### src/rtl/uart_mem_loader.sv
// uart_mem_loader: receives a program image over an 8N1 UART line and writes
// it word by word into the memory's write port while the core is held in reset.
// Image format: 4-byte little-endian word count N, then N words, each sent as
// 4 bytes little-endian, then a 1-byte XOR checksum of all the data bytes.
//
// Ports:
//   clk            system clock, rising edge
//   reset          asynchronous active-low reset
//   Rx             UART receive line (idles high, asynchronous to clk)
//   Start          arms a load from IDLE/DONE/ERR
//   AddressOut     word-aligned byte address of the current write
//   WriteDataOut   write data
//   EnableWriteOut one-cycle write strobe
//   Busy           load in progress (LEN, DATA, CSUM)
//   Done           sticky: the image loaded and the checksum matched
//   Error          sticky: framing, length or checksum failure
//   WordCount      words written in the current load
module uart_mem_loader #(
    parameter int          CLKS_PER_BIT = 868,
    parameter logic [31:0] BASE_ADDR    = 32'h0000_0000,
    parameter int          MAX_WORDS    = 16384
) (
    input  logic        clk,
    input  logic        reset,
    input  logic        Rx,
    input  logic        Start,
    output logic [31:0] AddressOut,
    output logic [31:0] WriteDataOut,
    output logic        EnableWriteOut,
    output logic        Busy,
    output logic        Done,
    output logic        Error,
    output logic [14:0] WordCount
);
    localparam int CW = $clog2(CLKS_PER_BIT);

    typedef enum logic [1:0] {RX_IDLE, RX_START, RX_BITS, RX_STOP} rx_state_t;
    typedef enum logic [2:0] {IDLE, LEN, DATA, CSUM, DONE, ERR} ld_state_t;

    // ---------------- Rx synchronizer and falling-edge detect ----------------
    logic rx_s1, rx_s2, rx_d;
    always_ff @(posedge clk or negedge reset) begin
        if (!reset) begin
            rx_s1 <= 1'b1;
            rx_s2 <= 1'b1;
            rx_d  <= 1'b1;
        end else begin
            rx_s1 <= Rx;
            rx_s2 <= rx_s1;
            rx_d  <= rx_s2;
        end
    end
    wire rx_fall = rx_d & ~rx_s2;

    // ---------------- UART receiver ----------------
    rx_state_t       rx_state, rx_next;
    logic [CW-1:0]   clk_cnt;
    logic [2:0]      bit_idx;
    logic [7:0]      rx_byte;
    logic            byte_valid, frame_err;

    wire half_tick = (clk_cnt == CW'(CLKS_PER_BIT / 2 - 1));
    wire full_tick = (clk_cnt == CW'(CLKS_PER_BIT - 1));

    always_comb begin
        rx_next = rx_state;
        case (rx_state)
            RX_IDLE:  if (rx_fall) rx_next = RX_START;
            // Mid-start-bit re-sample rejects short low glitches.
            RX_START: if (half_tick) rx_next = rx_s2 ? RX_IDLE : RX_BITS;
            RX_BITS:  if (full_tick && bit_idx == 3'd7) rx_next = RX_STOP;
            RX_STOP:  if (full_tick) rx_next = RX_IDLE;
            default:  rx_next = RX_IDLE;
        endcase
    end

    always_ff @(posedge clk or negedge reset) begin
        if (!reset) begin
            rx_state   <= RX_IDLE;
            clk_cnt    <= '0;
            bit_idx    <= '0;
            rx_byte    <= '0;
            byte_valid <= 1'b0;
            frame_err  <= 1'b0;
        end else begin
            rx_state   <= rx_next;
            byte_valid <= 1'b0;
            frame_err  <= 1'b0;
            case (rx_state)
                RX_IDLE: begin
                    clk_cnt <= '0;
                    bit_idx <= '0;
                end
                RX_START: clk_cnt <= half_tick ? '0 : clk_cnt + 1'b1;
                RX_BITS: begin
                    if (full_tick) begin
                        clk_cnt <= '0;
                        rx_byte <= {rx_s2, rx_byte[7:1]};  // LSB first
                        bit_idx <= bit_idx + 3'd1;
                    end else begin
                        clk_cnt <= clk_cnt + 1'b1;
                    end
                end
                RX_STOP: begin
                    if (full_tick) begin
                        clk_cnt    <= '0;
                        byte_valid <= rx_s2;
                        frame_err  <= ~rx_s2;
                    end else begin
                        clk_cnt <= clk_cnt + 1'b1;
                    end
                end
                default: clk_cnt <= '0;
            endcase
        end
    end

    // ---------------- Loader FSM ----------------
    ld_state_t   ld_state, ld_next;
    logic [1:0]  byte_idx;
    logic [31:0] len;
    logic [23:0] word_reg;   // first three bytes of the word being assembled
    logic [7:0]  csum;

    wire [31:0] len_next  = {rx_byte, len[31:8]};
    wire        last_word = (({17'd0, WordCount} + 32'd1) == len);
    wire        armable   = (ld_state == IDLE) || (ld_state == DONE) || (ld_state == ERR);

    always_comb begin
        ld_next = ld_state;
        case (ld_state)
            IDLE, DONE, ERR: if (Start) ld_next = LEN;
            LEN: begin
                if (frame_err)
                    ld_next = ERR;
                else if (byte_valid && byte_idx == 2'd3)
                    ld_next = (len_next == 32'd0 || len_next > 32'(MAX_WORDS)) ? ERR : DATA;
            end
            DATA: begin
                if (frame_err)
                    ld_next = ERR;
                else if (EnableWriteOut && last_word)
                    ld_next = CSUM;
            end
            CSUM: begin
                if (frame_err)
                    ld_next = ERR;
                else if (byte_valid)
                    ld_next = (rx_byte == csum) ? DONE : ERR;
            end
            default: ld_next = IDLE;
        endcase
    end

    always_ff @(posedge clk or negedge reset) begin
        if (!reset) begin
            ld_state       <= IDLE;
            byte_idx       <= '0;
            len            <= '0;
            word_reg       <= '0;
            csum           <= '0;
            AddressOut     <= '0;
            WriteDataOut   <= '0;
            EnableWriteOut <= 1'b0;
            WordCount      <= '0;
        end else begin
            ld_state       <= ld_next;
            EnableWriteOut <= 1'b0;
            if (armable && Start) begin
                // Any byte completing in this cycle is dropped on purpose.
                byte_idx  <= '0;
                len       <= '0;
                csum      <= '0;
                WordCount <= '0;
            end else begin
                case (ld_state)
                    LEN: if (byte_valid) begin
                        len      <= len_next;
                        byte_idx <= byte_idx + 2'd1;
                    end
                    DATA: begin
                        if (byte_valid) begin
                            word_reg <= {rx_byte, word_reg[23:8]};
                            csum     <= csum ^ rx_byte;
                            byte_idx <= byte_idx + 2'd1;
                            if (byte_idx == 2'd3) begin
                                EnableWriteOut <= 1'b1;
                                WriteDataOut   <= {rx_byte, word_reg};
                                AddressOut     <= BASE_ADDR + {15'd0, WordCount, 2'b00};
                            end
                        end
                        if (EnableWriteOut) WordCount <= WordCount + 15'd1;
                    end
                    default: ;
                endcase
            end
        end
    end

    assign Busy  = (ld_state == LEN) || (ld_state == DATA) || (ld_state == CSUM);
    assign Done  = (ld_state == DONE);
    assign Error = (ld_state == ERR);
endmodule

### config.mk
export PLATFORM = sky130hd
export DESIGN_NAME = uart_mem_loader
export DESIGN_NICKNAME = d
export VERILOG_FILES = /design/src/rtl/uart_mem_loader.sv
export SDC_FILE = /design/constraint.sdc
export NUM_CORES = 1
export LEC_CHECK = 0
export CAP_MARGIN = 20
export CELL_PAD_IN_SITES_DETAIL_PLACEMENT = 1
export CELL_PAD_IN_SITES_GLOBAL_PLACEMENT = 2
export CORE_AREA = 3 3 156 158
export CTS_CLUSTER_DIAMETER = 50
export DETAILED_ROUTE_END_ITERATION = 10
export DIE_AREA = 0 0 159 161
export GPL_TIMING_DRIVEN = 0
export PLACE_DENSITY = 0.81
export SLEW_MARGIN = 20
export SYNTH_ARGS = -nofsm -noshare
export SYNTH_HDL_FRONTEND = slang
export SYNTH_SLANG_ARGS = --single-unit
### constraint.sdc
create_clock -name clk -period 2.6 [get_ports clk]
set_input_delay 0.52 -clock clk [delete_from_list [all_inputs] [get_ports clk]]
set_output_delay 0.52 -clock clk [all_outputs]
set_load 0.005 [all_outputs]
==> results.toml <==
[logic_synthesis]
ys_types = 52
synth-compound-area-share_pct = 9.438
synth_xor_xnor_area_share_pct = 4.308
yosys-mux-area-fraction_pct = 9.044
synth_seq_area_share_pct = 54.76
synth_edf_count = 0
synth_area_mm2 = 0.007318
synth_fa_ha_area_share_pct = 1.026
ys_seq_elements = 160
synth_top_family_by_area = "simple AND/OR/NAND/NOR gates"
synth-simple-area-share_pct = 16.69
ys.warnings.count = 0
synthArstFlopShare_pct = 100.0
syn_inst = 722
avgSynthCellArea_um2 = 10.14
synth_ff_type = "dfrtp_1"

[worst_setup_path]
critical_path_arrival_ns = 2.93
r2r_start = "WordCount[2]$_DFFE_PN0P_"
worstSetupStartpoint = "WordCount[2]$_DFFE_PN0P_"
crit_required_ns = 2.96
crit_chain = "clkbuf_1, nand4_1, nor4_2, xnor2_1, o21ai_0, nor4_4, a2bb2oi_1"
startpoint_type = "flop"
crit_type = "flop to flop"
setup.worst_path.end_class = "flop"
cp_slowest_cell = "nor4_2"
slowest_delay_ns = 0.46
cp_max_fo = 10

[finish]
final_area_mm2 = 0.009136
fillers = 2636
area_delta_synth_final_pct = 24.84
fin_nets = 834
drive_above_1_share_pct = 16.85
layout.cells.non_filler = 1156
n_antenna_cell = 0
postLayoutCoreUtil_pct = 39.28

[routing]
drt_iter0_drc = 318
wl_per_cell_um = 15.97
met1Wirelength_um = 8656
top_layer = "met4"
ant_nets = 0
drtPass1Iterations = 4
wl_met3_um = 566
postRouteWirelength_um = 18460
vias = 5500
met2_wirelength_um = 9051
drc = 0
routed_via_density = 4.758

[floorplanning]
pin_count = 87
start_util_pct = 31.46
die-area_mm2 = 0.02560
die_h_um = 161
die_w_um = 159
std_cell_rows = 56
core-area_mm2 = 0.02326

[global_routing]
grt_max_degree = 84
antenna_found_initial = 0
grt_pass1_vias = 5872
grt_pass1_wl_um = 30880
track_usage_pct = 14.80
overflow = 0

[sta]
rsz0062_at_grt = "yes"
setup-tns-final_ns = 0
fin_crit_ns = 2.572
hold_viol_final = 0
drv_slew = 0
relSlewSlack_pct = 40.01
fmax_mhz = 388.8
worst_pin_slew_ns = 0.8883
clock_skew_ns = 0.01213
setup_viol = 0
fin_crit_sh_pct = 98.92

[clocking]
clkSinkCount = 160
clkLatencyLatePin_ns = 0.43
clkTransAtPathRegs_ns = 0.07
cts_hold_buffers = 0
cts_tree = "done"
cts_made_buffers = 17
cts_buffer_depth = 2
h-tree-depth = 4
root_buffer = "clkbuf_16"

[place]
place_area_mm2 = 0.008501
dp.cells = 1127
globalplace.congestion = 0.8298
io_buffer_count = 69
hpwlAfterDp_um = 12740

[power_and_ir_drop]
p_total_mw = 6.080
leakagePower_nw = 4.290
powerDensity_mw_per_mm2 = 665.5
irDropWorstVdd_uv = 393.5

[min_path]
hold_path_class = "primary input to async pin"

[run]
maxCapViolations = 0

[run_status]
outcome = "finished, final reports clean"
path summary, 6_finish.rpt:
kind | cells after the start | slack, ns | end
max | 7 | 0.03 | ld_state[0]$_DFFE_PN0P_
min reg2reg | 0 | 0.36 | rx_s2$_DFF_PN1_
max reg2reg | 7 | 0.03 | ld_state[0]$_DFFE_PN0P_
min | 1 | 0.07 | AddressOut[11]$_DFFE_PN0P_
max in group asynchronous | 2 | 1.64 | rx_d$_DFF_PN1_
min in group clk | 0 | 0.36 | rx_s2$_DFF_PN1_
routing by layer:
layer	track usage (%)	vias to the layer above
met4	4.059	0
met3	2.924	12
li1	-	2634
met5	0	-
met2	25.16	74
met1	19.39	2780
placed cells by master (no fill, tap or decap), types with 3 or more instances in the layout:
| cell type | n |
|---|---|
| buf_4 | 21 |
| a31oi_1 | 6 |
| clkbuf_16 | 17 |
| o21ai_0 | 46 |
| nor4_1 | 7 |
| ha_1 | 5 |
| inv_1 | 6 |
| nor3_1 | 7 |
| dfrtp_1 | 156 |
| inv_8 | 4 |
| xnor2_1 | 21 |
| nor4_2 | 3 |
| mux2_2 | 57 |
| clkbuf_1 | 24 |
| nor2b_1 | 5 |
| or3_1 | 4 |
| nor2_1 | 48 |
| inv_6 | 5 |
| o31ai_1 | 5 |
| o41ai_1 | 4 |
| a21oi_1 | 37 |
| clkdlybuf4s50_1 | 68 |
| nand2_1 | 155 |
| nand4b_1 | 3 |
| clkbuf_2 | 4 |
| nand4_1 | 8 |
| nand3_1 | 15 |
| conb_1 | 17 |
| buf_2 | 8 |
| xor2_1 | 15 |
| dfstp_2 | 3 |
| a22o_1 | 6 |
where the power goes:
| group | internal (mW) | total, mW | leakage, nW | switching (mW) |
|---|---|---|---|---|
| Clock | 1.30 | 2.47 | 0.279 | 1.17 |
| Combinational | 0.359 | 0.861 | 1.80 | 0.502 |
| Sequential | 2.60 | 2.75 | 2.21 | 0.143 |
cell families (layout without fill, tap and decap cells):
kind of cell / Yosys count / after routing
AND/OR/NAND/NOR: 275 / 275
flip-flops: 160 / 160
AO/OA/AOI/OAI: 118 / 118
buffers and inverters: 67 / 166
multiplexers: 59 / 59
XOR/XNOR: 36 / 36
adder cells (fa/ha/maj): 6 / 6
other: 1 / 17
critical path, delay by kind of cell, from the launching register on:
kind / cells / cell delay, ns
compound gates: 2 / 0.40
xor+xnor: 1 / 0.20
buf+inv: 1 / 0.33
flops: 1 / 0.38
simple gates: 3 / 1.19
metrics by stage:
| stage | setup slack (ns) | hold WS (ns) |
|---|---|---|
| final | 0.02798 | 0.07482 |
| after global routing | -0.1917 | 0.1150 |
| after CTS | 0.05050 | 0.09315 |
| after detailed placement | -0.5241 | 0.3481 |
| after global placement | -5.825 | 0.3459 |
| after floorplan | 0.1667 | 0.2244 |
cell usage after synthesis (10+ instances only):
library cell / n / share of area [%]
dfrtp_1: 157 / 54
nand2_1: 155 / 8.0
mux2_2: 57 / 8.8
nor2_1: 48 / 2.5
o21ai_0: 46 / 3.1
a21oi_1: 37 / 2.5
clkbuf_1: 27 / 1.4
buf_4: 21 / 2.2
xnor2_1: 21 / 2.5
nand3_1: 15 / 1.0
xor2_1: 15 / 1.8
nor4_1: 10 / 0.85
repair_timing:
item | 4_1_cts | 5_1_grt
buffers inserted | 0 | 0
pin swaps | 1 | 0
setup endpoints to repair | 19 | 40
gates resized for setup | 8 | 7
layout make-up:
type | instances | area (um2) | area share [%]
Sequential cell | 160 | 4009 | 43.88
Multi-Input combinational cell | 511 | 3094 | 33.87
Timing Repair Buffer | 70 | 723.2 | 7.916
Clock buffer | 18 | 439.2 | 4.807
Tap cell | 319 | 399.1 | 4.369
Buffer | 58 | 311.5 | 3.410
Clock inverter | 14 | 137.6 | 1.506
Inverter | 6 | 22.52 | 0.2465
No activity file was read; power rests on OpenSTA's default activity.
